### config.mk
export PLATFORM = sky130hd
export DESIGN_NAME = serial_adder
export DESIGN_NICKNAME = d
export VERILOG_FILES = /design/src/rtl/serial_adder_pkg.sv /design/src/rtl/serial_adder_fa.sv /design/src/rtl/serial_adder.sv
export SDC_FILE = /design/constraint.sdc
export NUM_CORES = 1
export LEC_CHECK = 0
export ABC_AREA = 0
export CORE_MARGIN = 2
export CORE_UTILIZATION = 51
export CTS_CLUSTER_DIAMETER = 50
export DETAILED_ROUTE_END_ITERATION = 10
export PLACE_DENSITY = 0.81
export SETUP_SLACK_MARGIN = 0.05
export SLEW_MARGIN = 20
export SYNTH_ARGS = -nofsm -noshare
export SYNTH_HDL_FRONTEND = slang
export SYNTH_SLANG_ARGS = --single-unit
export TNS_END_PERCENT = 1
### constraint.sdc
create_clock -name i_clk -period 1.9 [get_ports i_clk]
set_input_delay 0.57 -clock i_clk [delete_from_list [all_inputs] [get_ports i_clk]]
set_output_delay 0.57 -clock i_clk [all_outputs]
set_load 0.02 [all_outputs]
### src/rtl/serial_adder_pkg.sv
// serial_adder_pkg: shared FSM state type and counter sizing helper for serial_adder.
package serial_adder_pkg;

  typedef enum logic [1:0] {
    IDLE = 2'd0,
    RUN  = 2'd1,
    DONE = 2'd2
  } state_t;

  // Digit counter width: clog2(WIDTH/DIGIT), never less than one bit.
  function automatic int cnt_width(input int width, input int digit);
    int w;
    w = $clog2(width / digit);
    return (w < 1) ? 1 : w;
  endfunction

endpackage

### src/rtl/serial_adder_fa.sv
// fa: one-bit full adder, the cell of the per-cycle ripple chain.
module fa (
  input  logic a,
  input  logic b,
  input  logic cin,
  output logic s,
  output logic cout
);

  assign s    = a ^ b ^ cin;
  assign cout = (a & b) | (cin & (a ^ b));

endmodule

### src/rtl/serial_adder.sv
// serial_adder: adds two WIDTH-bit operands DIGIT bits per clock through a
// DIGIT-long full-adder chain and a carry register, with start/busy/done
// handshake and registered sum, carry-out and signed overflow.
// Optional feature macro: SERIAL_ADDER_SUB_EN (honour i_sub for a - b).
module serial_adder
  import serial_adder_pkg::*;
#(
  parameter int WIDTH = 4,
  parameter int DIGIT = 1
) (
  input  logic             i_clk,
  input  logic             i_rst,
  input  logic             i_start,
  input  logic [WIDTH-1:0] i_a,
  input  logic [WIDTH-1:0] i_b,
  input  logic             i_cin,
  input  logic             i_sub,
  output logic             o_busy,
  output logic             o_done,
  output logic [WIDTH-1:0] o_sum,
  output logic             o_cout,
  output logic             o_ovf
);

  localparam int N  = WIDTH / DIGIT;
  localparam int CW = cnt_width(WIDTH, DIGIT);
  localparam logic [CW-1:0] LAST = CW'(N - 1);

  state_t           r_state;
  logic [WIDTH-1:0] r_a;
  logic [WIDTH-1:0] r_b;
  logic             r_carry;
  logic [CW-1:0]    r_cnt;
  logic             r_busy;
  logic             r_done;
  logic [WIDTH-1:0] r_sum;
  logic             r_cout;
  logic             r_ovf;

  logic [DIGIT:0]   w_c;
  logic [DIGIT-1:0] w_dsum;
  logic [WIDTH-1:0] w_psum_next;
  logic [WIDTH-1:0] w_b_load;
  logic             w_c_load;

  // Operand B and carry-in as loaded on an accepted start.
`ifdef SERIAL_ADDER_SUB_EN
  assign w_b_load = i_sub ? ~i_b : i_b;
  assign w_c_load = i_sub ? 1'b1 : i_cin;
`else
  logic w_unused_sub;
  assign w_unused_sub = i_sub;
  assign w_b_load     = i_b;
  assign w_c_load     = i_cin;
`endif

  // Ripple chain: the only combinational arithmetic in the block.
  assign w_c[0] = r_carry;
  for (genvar gi = 0; gi < DIGIT; gi++) begin : g_chain
    fa u_fa (
      .a    (r_a[gi]),
      .b    (r_b[gi]),
      .cin  (w_c[gi]),
      .s    (w_dsum[gi]),
      .cout (w_c[gi+1])
    );
  end

  // Partial sum: new digits enter at the top; only completed digits are stored.
  if (N == 1) begin : g_psum_single
    assign w_psum_next = w_dsum;
  end else begin : g_psum_shift
    logic [WIDTH-DIGIT-1:0] r_psum;
    assign w_psum_next = {w_dsum, r_psum};

    // Shift the finished digits down while running.
    always_ff @(posedge i_clk) begin
      if (i_rst) begin
        r_psum <= '0;
      end else if (r_state == RUN) begin
        r_psum <= w_psum_next[WIDTH-1:DIGIT];
      end
    end
  end

  // Control FSM plus operand/carry/counter registers and registered outputs.
  always_ff @(posedge i_clk) begin
    if (i_rst) begin
      r_state <= IDLE;
      r_a     <= '0;
      r_b     <= '0;
      r_carry <= 1'b0;
      r_cnt   <= '0;
      r_busy  <= 1'b0;
      r_done  <= 1'b0;
      r_sum   <= '0;
      r_cout  <= 1'b0;
      r_ovf   <= 1'b0;
    end else begin
      r_done <= 1'b0;
      case (r_state)
        IDLE, DONE: begin
          if (i_start) begin
            r_a     <= i_a;
            r_b     <= w_b_load;
            r_carry <= w_c_load;
            r_cnt   <= '0;
            r_busy  <= 1'b1;
            r_state <= RUN;
          end else begin
            r_busy  <= 1'b0;
            r_state <= IDLE;
          end
        end
        RUN: begin
          r_a     <= r_a >> DIGIT;
          r_b     <= r_b >> DIGIT;
          r_carry <= w_c[DIGIT];
          r_cnt   <= r_cnt + CW'(1);
          if (r_cnt == LAST) begin
            r_sum   <= w_psum_next;
            r_cout  <= w_c[DIGIT];
            r_ovf   <= w_c[DIGIT-1] ^ w_c[DIGIT];
            r_done  <= 1'b1;
            r_busy  <= 1'b0;
            r_state <= DONE;
          end
        end
        default: begin
          r_busy  <= 1'b0;
          r_state <= IDLE;
        end
      endcase
    end
  end

  assign o_busy = r_busy;
  assign o_done = r_done;
  assign o_sum  = r_sum;
  assign o_cout = r_cout;
  assign o_ovf  = r_ovf;

endmodule

==> impl_results.md, run 1 <==
* Yosys warns at 0
* Detailed-route wire length at 1620 um
* P_leak at between 0.0004 and 0.0005 uW
* Critical path data required time at about 1300 ps
* Final Hold Viols at 0
* Worst path max stage delay at approximately 600 ps
* Number of library cell types mapped by synthesis at 18
* Via/cell ratio at a little over 5
* Clock latency at the later pin of the worst-skew pair at around 310 ps
* Fin Clk Skew at roughly 11 ps
* Post-synthesis register bit count at 24
* Reg2reg path depth at 4
* Antenna-violating nets left at 0
* Final Critical Period at between 1500 and 2000 ps
* Row cnt at 15
* Maxcap violations at 0
* RSZ-0062 raised after global routing: yes
* GP Congestion at around 0.73
* CTS Buf Count at 3
* Commonest non-fill, non-tap cells in the layout: 29 x nand2_1, 24 x dfxtp_1, 17 x clkdlybuf4s50_1, 14 x a21oi_1
* CTS Hold Bufs at 0
* Origin of the critical flop-to-flop path: r_carry$_SDFFE_PP0P_
* Clk root buf: clkbuf_4
* Worst Hold Endpoint: o_ovf$_SDFFE_PP0P_
* Post-synthesis average cell area at between 8 and 9 um2
* DP Wirelength at 1180 um
* Crit Path Class: flop to primary output
* Routed wire per std cell at around 10 um
* Largest net degree at the start of global routing at 25
* CP Capture Type: primary output
* # IOs at 21
* Status: finished, final reports clean
* R2r setup slk at between 500 and 600 ps
* Crit path buf inv count at 1
* Power Density at roughly 850 nW/um2
* Achievable clock frequency at around 550 MHz
* Worst-path clk slew at around 130 ps
* Nets at approximately 150
* Setup TNS at 0 ps
* H-Tree Depth at 1
* Via count at roughly 810
* Fin crit share at a little over nine tenths
* CP top delay family: buffers and inverters
* Area growth syn-to-layout at 27.5%
* Die X at roughly 47 um
* Endpoints failing setup at 0
* Synth Cell Area at ~950 um2
* Final Max Slew Viols at 0
* # port buffers at 19
* Antenna cells at 0
* Leading cell type in the layout, fill and taps excluded: nand2_1
* Post-route DRC at 0
* Overflow after GRT at 0
* Synth area leaders: dfxtp_1 51%, nand2_1 11%, a21oi_1 7.4%
* Slew HR at approximately three quarters
* Cell Chain, Critical Path: clkdlybuf4s50_1
* TritonCTS clock tree: built
* Crit path max fanout at 2
* Worst setup SP type: flop
* Initial core utilization at between 50% and 60%
* Core area at approximately 1700 um2
* Register area share after synthesis at just over 50%
* Final Power at ~1000 uW
* Synth Instances at 113
* Signal arrival time at the worst endpoint at between 1000 and 1500 ps
* GRT Total Usage at between 10% and 20%
* Reg2reg end: o_ovf$_SDFFE_PP0P_
* Slowest library cell on the worst path: clkdlybuf4s50_1
* Peak supply drop at 0.644 mV
* Drt first pass iters at 4
* Max clock buf depth at 2
* Post-CTS Setup Inserts at 0
* Worst-margin pin slew at 357 ps
* DRT iter0 DRCs at 1
* CP Launch Point: o_sum[0]$_SDFFE_PP0P_
* CTS sink cnt at 24
* First-pass GRT wire length at 2780 um
* Number of global-route vias before repair at roughly 700
* Layout cell share with drive strength beyond 1 at around 6.8%
* Synth top area share at between 50 and 60%
* Mapped Nets at about 130
* Hold WC Path Type: flop to flop
* Die ar. at 2230 um2
* Top cell type by total area after synthesis: dfxtp_1
* Die height at between 40 and 50 um
* Hold Path Depth at 2
* Source of the worst hold timing path: o_ovf$_SDFFE_PP0P_
* Antenna violations before repair at 0
==> cell families after synthesis <==
logic type	synth area share, %
adders and majority gates	3.42
xor gates and xnor gates	0.921
and+or+nand+nor	25.9
buffers and inverters	4.61
AOI/OAI and AO/OA	14.6
DFF	50.5
==> sequential cells by signal, summed over array words and instances, names as in the netlist <==
register,flops
g_psum_shift.r_psum,3
o_busy,1
o_cout,1
o_done,1
o_ovf,1
o_sum,4
r_a,4
r_b,4
r_carry,1
r_cnt,2
r_state,2
==> synth_stat cells (all sizes together) <==
cell type and instances:
nand3b 2, nor2 10, dfxtp 24, nand2b 3, o21a 1, buf 6, fa 1, clkbuf 2
a21oi 14, a311oi 7, and2b 1, nor2b 1, nand2 29, xor2 1, nand3 10, ha 1
==> power by group <==
part / internal [uW] / switching [uW]
combinational: 58.2 / 63.9
clock: 213 / 144
sequential: 529 / 17.5
total: 800 / 225
==> routing by layer <==
metal	wire, um	GRT usage [%]	share of wire, %
met2	841	32.1	52
met5	0	0	0
met1	706	19.8	44
met3	74	4.62	4.6
met4	0	5.00	0
==> repair_timing <==
action,4_1_cts,5_1_grt
endpoints found under the setup margin,1,7
hold endpoints to repair,0,0
gates resized for setup,1,1
==> stage by stage <==
| stage | util [%] | setup WS [ps] | cell area (um2) | hold WS (ps) | cells |
|---|---|---|---|---|---|
| global placement | 66.4 | 159 | 1160 | 439 | 153 |
| finish | 69.5 | 73.3 | 1210 | 454 | 157 |
| global route | 69.5 | 15.4 | 1210 | 473 | 157 |
| floorplan | - | 683 | 951 | 437 | 113 |
| detailed placement | 66.4 | 104 | 1160 | 444 | 153 |
| CTS | 69.3 | 53.3 | 1210 | 461 | 157 |
==> how the worst max path moves through the flow <==
stage,slack [ps],to,cells past startpoint
2_1_floorplan,680,o_ovf$_SDFFE_PP0P_,4
3_3_place_gp,160,r_b[0]$_SDFFE_PP0P_,5
3_5_place_dp,100,r_a[2]$_SDFFE_PP0P_,5
4_1_cts,50,o_sum[2],1
5_1_grt,20,o_sum[0],1
6_report,70,o_sum[0],1
==> cell type report <==
type / instances / area, um2
Clock inverter: 1 / 30.0
Clock buffer: 3 / 22.5
Multi-Input combinational cell: 81 / 427
Tap cell: 25 / 31.3
Sequential cell: 24 / 480
Fill cell: 155 / 533
Timing Repair Buffer: 23 / 221
No activity file was read; power rests on OpenSTA's default activity.
==> run 2: changes to the inputs <==
- CORE_UTILIZATION: 51 -> 43
- PLACE_DENSITY: 0.81 -> 0.72
- clock period: 1.9 -> 1.47 ns (I/O delays scaled with it)
==> impl_results.md, run 2 (synthesis gave the netlist of run 1 again) <==
* Drt first pass iters at 2 (-2)
* Power Density at 1080 nW/um2 (+28%)
* Max clock buf depth at 2 (unchanged)
* Largest net degree at the start of global routing at 25 (unchanged)
* Via count at 789 (-2.2%)
* # port buffers at 19 (unchanged)
* Commonest non-fill, non-tap cells in the layout: 29 x nand2_1, 24 x dfxtp_1, 14 x a21oi_1, 11 x clkdlybuf4s50_1
* Achievable clock frequency at ~710 MHz
* Initial core utilization at 44.3% (-10 points)
* Row cnt at 17 (+2)
* Clk root buf: clkbuf_4
* Clock power frac at 34.7% (about the same)
* P_leak at 0.000466 uW (-0.53%)
* DRT iter0 DRCs at 2 (+1)
* Final Hold Viols at 0 (unchanged)
* Worst path max stage delay at 350 ps (-250 ps)
* Seq pwr share at 52.8% (-0.5 points)
* Critical path data required time at 1030 ps (-300 ps)
* Layout cell share with drive strength beyond 1 at 9.09% (+2.3 points)
* Placed cell area at 1170 um2 (+1.4%)
* Slowest library cell on the worst path: dfxtp_1
* RSZ-0062 raised after global routing: yes
* Cell Chain, Critical Path: clkdlybuf4s15_1
* Crit Path Class: flop to primary output
* Via/cell ratio at 4.93 (-4.1%)
* CP Capture Type: primary output
* Nets at 148 (unchanged)
* TritonCTS clock tree: built
* Internal at 1040 uW (+30%)
* First-pass GRT wire length at 2930 um (+5.2%)
* Detailed-route wire length at 1640 um (+1.1%)
* Die X at 51.0 um (+8.1%)
* Hold WC Path Type: flop to flop
* Post-route DRC at 0 (unchanged)
* Crit path max fanout at 2 (unchanged)
* Final Critical Period at roughly 1400 ps
* CTS Buf Count at 3 (unchanged)
* Switch Pwr at 296 uW (+31%)
* Peak supply drop at 0.657 mV (+2.0%)
* Slew HR at 77.2% (+0.98 points)
* Signal arrival time at the worst endpoint at 960 ps (-300 ps)
* CTS sink cnt at 24 (unchanged)
* Area growth syn-to-layout at 29.7%
* Clock latency at the later pin of the worst-skew pair at 310 ps (about the same)
* Antenna violations before repair at 0 (unchanged)
* Post-cts resize count at 8 (+7)
* Post-CTS Setup Inserts at 0 (unchanged)
* H-Tree Depth at 1 (unchanged)
* Fin util at 57.4% (-12 points)
* Status: finished, final reports clean
* Maxcap violations at 0 (unchanged)
* Combinational fraction of design power at 12.5% (+0.6 points)
* Finished Cell Area at 1230 um2 (+1.8%)
* GRT Total Usage at 14.6% (-2.9 points)
* Core area at 2150 um2 (+23%)
* CP top delay family: flip-flops
* Antenna cells at 0 (unchanged)
* Overflow after GRT at 0 (unchanged)
* Worst-path clk slew at 130 ps (about the same)
* Die height at 51.0 um (+8.1%)
* Sw frac at 22.2% (+0.18 points)
* Die ar. at 2600 um2 (+17%)
* Worst setup SP type: flop
* Routed wire per std cell at 10.3 um (-0.79%)
* GP Congestion at 0.768 (+5.0%)
* # IOs at 21 (unchanged)
* Antenna-violating nets left at 0 (unchanged)
* Crit path buf inv count at 1 (unchanged)
* Final Max Slew Viols at 0 (unchanged)
* DP Wirelength at 1160 um (-2.1%)
* Leading cell type in the layout, fill and taps excluded: nand2_1
* Worst-margin pin slew at 342 ps (-14.7 ps)
* Number of global-route vias before repair at 705 (+1.1%)
* Endpoints failing setup at 0 (unchanged)
* Fin crit share at a little over nine tenths
* Fin Clk Skew at 9.08 ps (-1.85 ps)
* CTS Hold Bufs at 0 (unchanged)
==> run 2: cell count changes in the layout (fill, tap and decap cells not counted) <==
cell / delta
clkdlybuf4s50_1: -6
dlymetal6s2s_1: -1
a311oi_1: -2
buf_4: -1
buf_12: +1
clkdlybuf4s15_1: +6
a311oi_2: +2
clkbuf_2: +1
==> run 2: path summary, 6_finish.rpt <==
path                            depth (start not counted)                  from                  to  slack, ps
worst max-delay path                                    1   o_busy$_SDFFE_PP0P_              o_busy         70
worst min-delay path                                    2    o_ovf$_SDFFE_PP0P_  o_ovf$_SDFFE_PP0P_        460
worst max register to register                          4  r_carry$_SDFFE_PP0P_  o_ovf$_SDFFE_PP0P_        160
worst min register to register                          2    o_ovf$_SDFFE_PP0P_  o_ovf$_SDFFE_PP0P_        460
==> run 2: layout make-up <==
cell class              instances  area [um2]
clock inverters                 1        30.0
well taps                      28        35.0
clock buffers                   3        22.5
multi-input cells              81         439
flip-flops and latches         24         480
repair buffers                 23         226
fillers                       201         915
==> run 2: power by group through the flow <==
stage	combinational, uW	sequential, uW	clock (uW)
3_5_place_dp	163	721	0
3_3_place_gp	159	719	0
5_1_grt	189	712	494
6_report	168	706	464
4_1_cts	163	706	472
2_1_floorplan	106	718	0
==> run 2: per-layer routing <==
layer  global-route usage [%]  vias to the layer above  part of all wire (%)
met5                        0                        -                     0
met4                     4.05                        0                  0.85
met3                     2.63                        2                   4.0
met2                     26.0                       19                    47
met1                     17.9                      346                    48
li1                         -                      422                     -
==> run 2: through the flow <==
stage                     setup TNS, ps  setup slack, ps  instances  power [uW]  hold slack [ps]
after floorplan                       0              253        113         824              437
after global placement             -966             -142        156         878              440
after detailed placement          -1090             -182        156         884              445
after CTS                             0             29.3        160        1340              461
after global routing                  0             12.0        160        1400              476
final                                 0             69.2        160        1340              458
